<file path="src/rtl/swd_xact_seq_if.sv">
// Command/response and swdIF signal bundle for the SWD transaction sequencer.
// The slave modport is the sequencer's view; the master modport is its environment.
interface swd_xact_seq_if;
  logic        cmd_valid;
  logic        cmd_ready;
  logic [1:0]  cmd_addr32;
  logic        cmd_rnw;
  logic        cmd_apndp;
  logic [31:0] cmd_wdata;

  logic        rsp_valid;
  logic        rsp_ready;
  logic [2:0]  rsp_status;
  logic [2:0]  rsp_ack;
  logic [31:0] rsp_rdata;
  logic [7:0]  rsp_retries;

  logic [1:0]  swd_addr32;
  logic        swd_rnw;
  logic        swd_apndp;
  logic [31:0] swd_din;
  logic        swd_go;
  logic        swd_done;
  logic [2:0]  swd_ack;
  logic [31:0] swd_dout;
  logic        swd_err;

  modport slave (
    input  cmd_valid, cmd_addr32, cmd_rnw, cmd_apndp, cmd_wdata, rsp_ready,
           swd_done, swd_ack, swd_dout, swd_err,
    output cmd_ready, rsp_valid, rsp_status, rsp_ack, rsp_rdata, rsp_retries,
           swd_addr32, swd_rnw, swd_apndp, swd_din, swd_go
  );

  modport master (
    output cmd_valid, cmd_addr32, cmd_rnw, cmd_apndp, cmd_wdata, rsp_ready,
           swd_done, swd_ack, swd_dout, swd_err,
    input  cmd_ready, rsp_valid, rsp_status, rsp_ack, rsp_rdata, rsp_retries,
           swd_addr32, swd_rnw, swd_apndp, swd_din, swd_go
  );
endinterface

</file>
<file path="src/rtl/swd_xact_seq.sv">
// SWD transaction sequencer: one DP/AP access at a time, WAIT retry with back-off, classified response.
// Define SWD_POSTED_READ_EN to complete AP reads with a trailing DP RDBUFF read.
module swd_xact_seq #(
  parameter int MAX_RETRY = 15,
  parameter int BACKOFF   = 16
) (
  input  logic          clk,
  input  logic          rst,
  swd_xact_seq_if.slave bus
);

  localparam logic [2:0] ACK_OK    = 3'b100;
  localparam logic [2:0] ACK_WAIT  = 3'b010;
  localparam logic [2:0] ACK_FAULT = 3'b001;

  localparam logic [2:0] ST_OK      = 3'd0;
  localparam logic [2:0] ST_FAULT   = 3'd1;
  localparam logic [2:0] ST_TIMEOUT = 3'd2;
  localparam logic [2:0] ST_PARITY  = 3'd3;
  localparam logic [2:0] ST_PROTO   = 3'd4;

  localparam logic [7:0]  MAX_RETRY_W  = 8'(MAX_RETRY);
  localparam logic [15:0] BACKOFF_LAST = 16'(BACKOFF - 1);

  typedef enum logic [2:0] {
    S_IDLE,
    S_ISSUE,
    S_RUN,
    S_EVAL,
    S_BACKOFF,
`ifdef SWD_POSTED_READ_EN
    S_RDBUFF,
`endif
    S_RESP
  } state_t;

  state_t      state;
  logic [7:0]  retries;
  logic [15:0] backoff_cnt;
  logic        accept;
  logic        parity_bad;
  logic        ok_ack;
  logic        wait_retry;
  logic        need_rdbuff;

  // Failure classification once OK and retryable WAIT have been ruled out.
  function automatic logic [2:0] fail_status(input logic parity, input logic [2:0] ack);
    if (parity)                 return ST_PARITY;
    else if (ack == ACK_WAIT)   return ST_TIMEOUT;
    else if (ack == ACK_FAULT)  return ST_FAULT;
    else                        return ST_PROTO;
  endfunction

  assign bus.cmd_ready = rst && (state == S_IDLE) && bus.swd_done;
  assign accept        = bus.cmd_valid && (state == S_IDLE) && bus.swd_done;
  assign parity_bad    = bus.swd_rnw && bus.swd_err;
  assign ok_ack        = !parity_bad && (bus.swd_ack == ACK_OK);
  assign wait_retry    = !parity_bad && (bus.swd_ack == ACK_WAIT) && (retries < MAX_RETRY_W);

`ifdef SWD_POSTED_READ_EN
  logic rdbuff_phase;
  assign need_rdbuff = !rdbuff_phase && bus.swd_rnw && bus.swd_apndp;
`else
  assign need_rdbuff = 1'b0;
`endif

  always_ff @(posedge clk) begin
    if (!rst) begin
      state           <= S_IDLE;
      retries         <= '0;
      backoff_cnt     <= '0;
      bus.rsp_valid   <= 1'b0;
      bus.rsp_status  <= '0;
      bus.rsp_ack     <= '0;
      bus.rsp_rdata   <= '0;
      bus.rsp_retries <= '0;
      bus.swd_addr32  <= '0;
      bus.swd_rnw     <= 1'b0;
      bus.swd_apndp   <= 1'b0;
      bus.swd_din     <= '0;
      bus.swd_go      <= 1'b0;
`ifdef SWD_POSTED_READ_EN
      rdbuff_phase    <= 1'b0;
`endif
    end else begin
      case (state)
        S_IDLE: begin
          if (accept) begin
            bus.swd_addr32 <= bus.cmd_addr32;
            bus.swd_rnw    <= bus.cmd_rnw;
            bus.swd_apndp  <= bus.cmd_apndp;
            bus.swd_din    <= bus.cmd_wdata;
            bus.swd_go     <= 1'b1;
            retries        <= '0;
`ifdef SWD_POSTED_READ_EN
            rdbuff_phase   <= 1'b0;
`endif
            state          <= S_ISSUE;
          end
        end

        S_ISSUE: begin
          if (!bus.swd_done) begin
            bus.swd_go <= 1'b0;
            state      <= S_RUN;
          end
        end

        S_RUN: begin
          if (bus.swd_done) state <= S_EVAL;
        end

        S_EVAL: begin
          if (ok_ack && need_rdbuff) begin
`ifdef SWD_POSTED_READ_EN
            state <= S_RDBUFF;
`endif
          end else if (wait_retry) begin
            retries     <= retries + 8'd1;
            backoff_cnt <= BACKOFF_LAST;
            state       <= S_BACKOFF;
          end else begin
            bus.rsp_valid   <= 1'b1;
            bus.rsp_ack     <= bus.swd_ack;
            bus.rsp_retries <= retries;
            if (ok_ack) begin
              bus.rsp_status <= ST_OK;
              bus.rsp_rdata  <= bus.swd_rnw ? bus.swd_dout : 32'd0;
            end else begin
              bus.rsp_status <= fail_status(parity_bad, bus.swd_ack);
              bus.rsp_rdata  <= 32'd0;
            end
            state <= S_RESP;
          end
        end

        S_BACKOFF: begin
          if (backoff_cnt == 16'd0) begin
            bus.swd_go <= 1'b1;
            state      <= S_ISSUE;
          end else begin
            backoff_cnt <= backoff_cnt - 16'd1;
          end
        end

`ifdef SWD_POSTED_READ_EN
        // Second phase fetches the posted AP read result from DP RDBUFF.
        S_RDBUFF: begin
          bus.swd_addr32 <= 2'b11;
          bus.swd_apndp  <= 1'b0;
          bus.swd_rnw    <= 1'b1;
          rdbuff_phase   <= 1'b1;
          bus.swd_go     <= 1'b1;
          state          <= S_ISSUE;
        end
`endif

        S_RESP: begin
          if (bus.rsp_ready) begin
            bus.rsp_valid <= 1'b0;
            state         <= S_IDLE;
          end
        end

        default: state <= S_IDLE;
      endcase
    end
  end

endmodule

</file>
<file path="src/flat_wrapper.sv">
// flat-port wrapper written by rule: the top's interface ports become plain ports
module swd_xact_seq_flat 
#(
  parameter int MAX_RETRY = 15,
  parameter int BACKOFF   = 16
)
  (clk, rst, bus_cmd_valid, bus_cmd_addr32, bus_cmd_rnw, bus_cmd_apndp, bus_cmd_wdata, bus_rsp_ready, bus_swd_done, bus_swd_ack, bus_swd_dout, bus_swd_err, bus_cmd_ready, bus_rsp_valid, bus_rsp_status, bus_rsp_ack, bus_rsp_rdata, bus_rsp_retries, bus_swd_addr32, bus_swd_rnw, bus_swd_apndp, bus_swd_din, bus_swd_go);
  swd_xact_seq_if bus_i ();
  input  logic clk;
  input  logic rst;
  input wire logic [$bits(bus_i.cmd_valid)-1:0] bus_cmd_valid;
  input wire logic [$bits(bus_i.cmd_addr32)-1:0] bus_cmd_addr32;
  input wire logic [$bits(bus_i.cmd_rnw)-1:0] bus_cmd_rnw;
  input wire logic [$bits(bus_i.cmd_apndp)-1:0] bus_cmd_apndp;
  input wire logic [$bits(bus_i.cmd_wdata)-1:0] bus_cmd_wdata;
  input wire logic [$bits(bus_i.rsp_ready)-1:0] bus_rsp_ready;
  input wire logic [$bits(bus_i.swd_done)-1:0] bus_swd_done;
  input wire logic [$bits(bus_i.swd_ack)-1:0] bus_swd_ack;
  input wire logic [$bits(bus_i.swd_dout)-1:0] bus_swd_dout;
  input wire logic [$bits(bus_i.swd_err)-1:0] bus_swd_err;
  output wire logic [$bits(bus_i.cmd_ready)-1:0] bus_cmd_ready;
  output wire logic [$bits(bus_i.rsp_valid)-1:0] bus_rsp_valid;
  output wire logic [$bits(bus_i.rsp_status)-1:0] bus_rsp_status;
  output wire logic [$bits(bus_i.rsp_ack)-1:0] bus_rsp_ack;
  output wire logic [$bits(bus_i.rsp_rdata)-1:0] bus_rsp_rdata;
  output wire logic [$bits(bus_i.rsp_retries)-1:0] bus_rsp_retries;
  output wire logic [$bits(bus_i.swd_addr32)-1:0] bus_swd_addr32;
  output wire logic [$bits(bus_i.swd_rnw)-1:0] bus_swd_rnw;
  output wire logic [$bits(bus_i.swd_apndp)-1:0] bus_swd_apndp;
  output wire logic [$bits(bus_i.swd_din)-1:0] bus_swd_din;
  output wire logic [$bits(bus_i.swd_go)-1:0] bus_swd_go;
  assign bus_i.cmd_valid = bus_cmd_valid;
  assign bus_i.cmd_addr32 = bus_cmd_addr32;
  assign bus_i.cmd_rnw = bus_cmd_rnw;
  assign bus_i.cmd_apndp = bus_cmd_apndp;
  assign bus_i.cmd_wdata = bus_cmd_wdata;
  assign bus_i.rsp_ready = bus_rsp_ready;
  assign bus_i.swd_done = bus_swd_done;
  assign bus_i.swd_ack = bus_swd_ack;
  assign bus_i.swd_dout = bus_swd_dout;
  assign bus_i.swd_err = bus_swd_err;
  assign bus_cmd_ready = bus_i.cmd_ready;
  assign bus_rsp_valid = bus_i.rsp_valid;
  assign bus_rsp_status = bus_i.rsp_status;
  assign bus_rsp_ack = bus_i.rsp_ack;
  assign bus_rsp_rdata = bus_i.rsp_rdata;
  assign bus_rsp_retries = bus_i.rsp_retries;
  assign bus_swd_addr32 = bus_i.swd_addr32;
  assign bus_swd_rnw = bus_i.swd_rnw;
  assign bus_swd_apndp = bus_i.swd_apndp;
  assign bus_swd_din = bus_i.swd_din;
  assign bus_swd_go = bus_i.swd_go;
  swd_xact_seq #(.MAX_RETRY(MAX_RETRY), .BACKOFF(BACKOFF)) u_core (.clk(clk), .rst(rst), .bus(bus_i));
endmodule
</file>
<file path="config.mk">
export PLATFORM = sky130hd
export DESIGN_NAME = swd_xact_seq_flat
export DESIGN_NICKNAME = d
export VERILOG_FILES = /design/src/rtl/swd_xact_seq_if.sv /design/src/rtl/swd_xact_seq.sv /design/src/flat_wrapper.sv
export SDC_FILE = /design/constraint.sdc
export NUM_CORES = 1
export LEC_CHECK = 0
export ABC_CLOCK_PERIOD_IN_PS = 3700
export CORE_MARGIN = 3
export CORE_UTILIZATION = 47
export CTS_CLUSTER_DIAMETER = 50
export DETAILED_ROUTE_END_ITERATION = 7
export GPL_TIMING_DRIVEN = 0
export PLACE_DENSITY = 0.95
export SYNTH_ARGS = -nofsm -noshare
export SYNTH_HDL_FRONTEND = slang
export SYNTH_SLANG_ARGS = --single-unit
</file>
<file path="constraint.sdc">
create_clock -name clk -period 3.7 [get_ports clk]
set_input_delay 0.925 -clock clk [delete_from_list [all_inputs] [get_ports clk]]
set_output_delay 0.925 -clock clk [all_outputs]
set_load 0.02 [all_outputs]
</file>
==> results of run 1 <==
-- kinds of logic after synthesis --
group / Yosys count / share of synthesized area (%)
buffers and inverters: 37 / 3.63
XOR/XNOR: 15 / 3.05
adder cells (fa/ha/maj): 2 / 0.580
AND/OR/NAND/NOR: 260 / 28.0
flip-flops: 111 / 51.5
AO/OA/AOI/OAI: 104 / 13.2
-- worst paths after layout --
path                                              start                               endpoint  cells after the start
setup / recovery                                    rst                          bus_cmd_ready                      4
hold / removal    u_core.bus.rsp_rdata[24]$_SDFFE_PN0P_  u_core.bus.rsp_rdata[24]$_SDFFE_PN0P_                      2
setup reg to reg     u_core.backoff_cnt[0]$_SDFFE_PN0P_           u_core.state[2]$_SDFFE_PN0P_                      8
hold reg to reg   u_core.bus.rsp_rdata[24]$_SDFFE_PN0P_  u_core.bus.rsp_rdata[24]$_SDFFE_PN0P_                      2
-- where the power goes --
| part | internal [W] | switching, W |
|---|---|---|
| logic | 0.000546 | 0.000743 |
| registers | 0.00132 | 0.000103 |
| clock network | 0.000335 | 0.000415 |
| total | 0.00220 | 0.00126 |
-- cell usage after synthesis (4+ instances only) --
| master | count |
|---|---|
| and3_1 | 4 |
| nand4_1 | 5 |
| clkbuf_1 | 26 |
| a21oi_1 | 87 |
| nand3_1 | 40 |
| nand2_1 | 143 |
| buf_2 | 5 |
| xor2_1 | 12 |
| nor3_1 | 6 |
| nand3b_1 | 4 |
| dfxtp_1 | 111 |
| nor2_1 | 32 |
-- state kept, by name (all words and copies together) (netlist names), 2 cells and up --
register,count
u_core.bus.rsp_rdata,32
u_core.bus.swd_din,32
u_core.backoff_cnt,16
u_core.bus.rsp_retries,8
u_core.retries,8
u_core.bus.rsp_ack,3
u_core.bus.rsp_status,3
u_core.state,3
u_core.bus.swd_addr32,2
-- cell type report --
type | count | area, um2
Fill cell | 668 | 2540
Sequential cell | 111 | 2220
Multi-Input combinational cell | 381 | 1930
Timing Repair Buffer | 161 | 1610
Buffer | 33 | 141
Clock buffer | 10 | 138
Tap cell | 108 | 135
Clock inverter | 5 | 66.3
Inverter | 4 | 15.0
-- worst max-delay path, delay by kind of cell --
| kind | cells | cell delay (ps) |
|---|---|---|
| and+or+nand+nor | 1 | 270 |
| buffers and inverters | 3 | 1510 |
-- through the flow --
stage | utilization, % | area [um2]
3_5_place_dp | 68.8 | 6060
4_1_cts | 71.1 | 6260
3_3_place_gp | 68.8 | 6060
2_1_floorplan | - | 4310
6_report | 71.1 | 6260
5_1_grt | 71.1 | 6260
-- metal layers --
layer	global-route usage [%]	share of wire [%]	up-vias
li1	-	-	2143
met1	27.4	39	2024
met2	43.5	50	167
met3	8.26	8.8	29
met4	7.46	1.9	0
met5	0	0	-
==> results_dict.tcl, run 1 <==
set metrics [dict create \
    h-tree-depth 3 \
    cpPeakStageDelay_ps 610 \
    drt_iter0_drc 327 \
    grt_overflow 0 \
    post-route-period-util_pct 97.9 \
    nets 780 \
    worstPathCellList "clkdlybuf4s50_1 > clkbuf_1 > and4b_1 > clkdlybuf4s50_1" \
    yosys.area.top_type "dfxtp_1" \
    ctsHoldBuffers 0 \
    antenna_found_initial 0 \
    power_density_mw_per_mm2 553 \
    io-pin-count 162 \
    tns_ps 0 \
    mappedNetlistArea_mm2 0.00431 \
    syn-num-nets 608 \
    die-area_mm2 0.0104 \
    drc 0 \
    rrSetupSlack_ps 1520 \
    wirelength_um 12600 \
    critical_path_class "input pin to primary output" \
    initial_core_util_pct 49.0 \
    max-slew-margin-rel_pct 42.6 \
    tightest_slew_ps 854 \
    dp_slack_ps 43.5 \
    synth_cell_type_count 49 \
    instances_no_fill 813 \
    clock_path_buffers 2 \
    port-buffer-count 161 \
    synth_top_cell_area_share_pct 51.5 \
    leakagePower_nw 2.17 \
    syn2layout_area_growth_pct 45.2 \
    hp-class "flip-flop to flip-flop" \
    dpl.cell_count 798 \
    layout_common_cells "clkdlybuf4s50_1, nand2_1, dfxtp_1, a21oi_1, nand3_1" \
    yosysWarnings 0 \
    grt_max_degree 19 \
    vias 4363 \
    yosysSeqAreaShare_pct 51.5 \
    clock-sinks 111 \
    postRouteAntennaNets 0 \
    grt_pass1_vias 4370 \
    cts_made_buffers 9 \
    synthFlopType "dfxtp_1" \
    cpMaxStageDelayCell "clkdlybuf4s50_1" \
    diodes 0 \
    cts_tree "built" \
    core_mm2 0.00881 \
    die_x_um 102 \
    end_kind "primary output" \
    rsz0062_at_grt "no" \
    vdd_drop_max_uv 516 \
    clk_pin_slew_worst_paths_ps 100 \
    grt_pass1_wl_um 20200 \
    synthCells 529 \
    vias_per_cell 5.37 \
    insertion_delay_ps 380 \
    period_needed_ps 3620 \
    fmaxAchievable_mhz 276 \
    ys_ff_latch 111 \
    required_ps 2770 \
    setup_viol 0 \
    cp_max_fo 10 \
    gp_congestion 0.897 \
    skew_ps 15.2 \
    row_count 34 \
    synth.avg_cell_area_um2 8.15 \
    postCtsSetupBuffers 0 \
    clock_tree.root_cell "clkbuf_8" \
    start_kind "input pin" \
    synth-edff-count 0 \
    maxCapViolCount 0 \
    cp.arrival_ps 2700 \
    slew_viol_final 0 \
    fp.dieH_um 102 \
    hold_viol 0 \
    whs_ps 456 \
    first_pass_iters 5 \
    synthArstFlopShare_pct 0 \
    dp_hpwl_um 9400 \
    crit_path_frequent_cell "clkdlybuf4s50_1" \
    power_w 0.00346 \
    status "finished, final reports clean" \
    drive_above_1_share_pct 4.96 \
    netlist_top_cells_area "dfxtp_1, nand2_1, a21oi_1" \
    grt_use_total_pct 24.4 \
    final_common_cell "clkdlybuf4s50_1" \
    layout_setup_ws_ps 76.2 \
    post_cts_resized 0 \
    drt-wirelength-per-cell_um 15.5 \
]
Note: power is estimated with default switching activity, not from simulation.
==> run 2: changes to the inputs <==
- CAP_MARGIN: default -> 20
==> results of run 2 <==
Same layout as run 1: the final DEF is identical, and so are final timing and power.
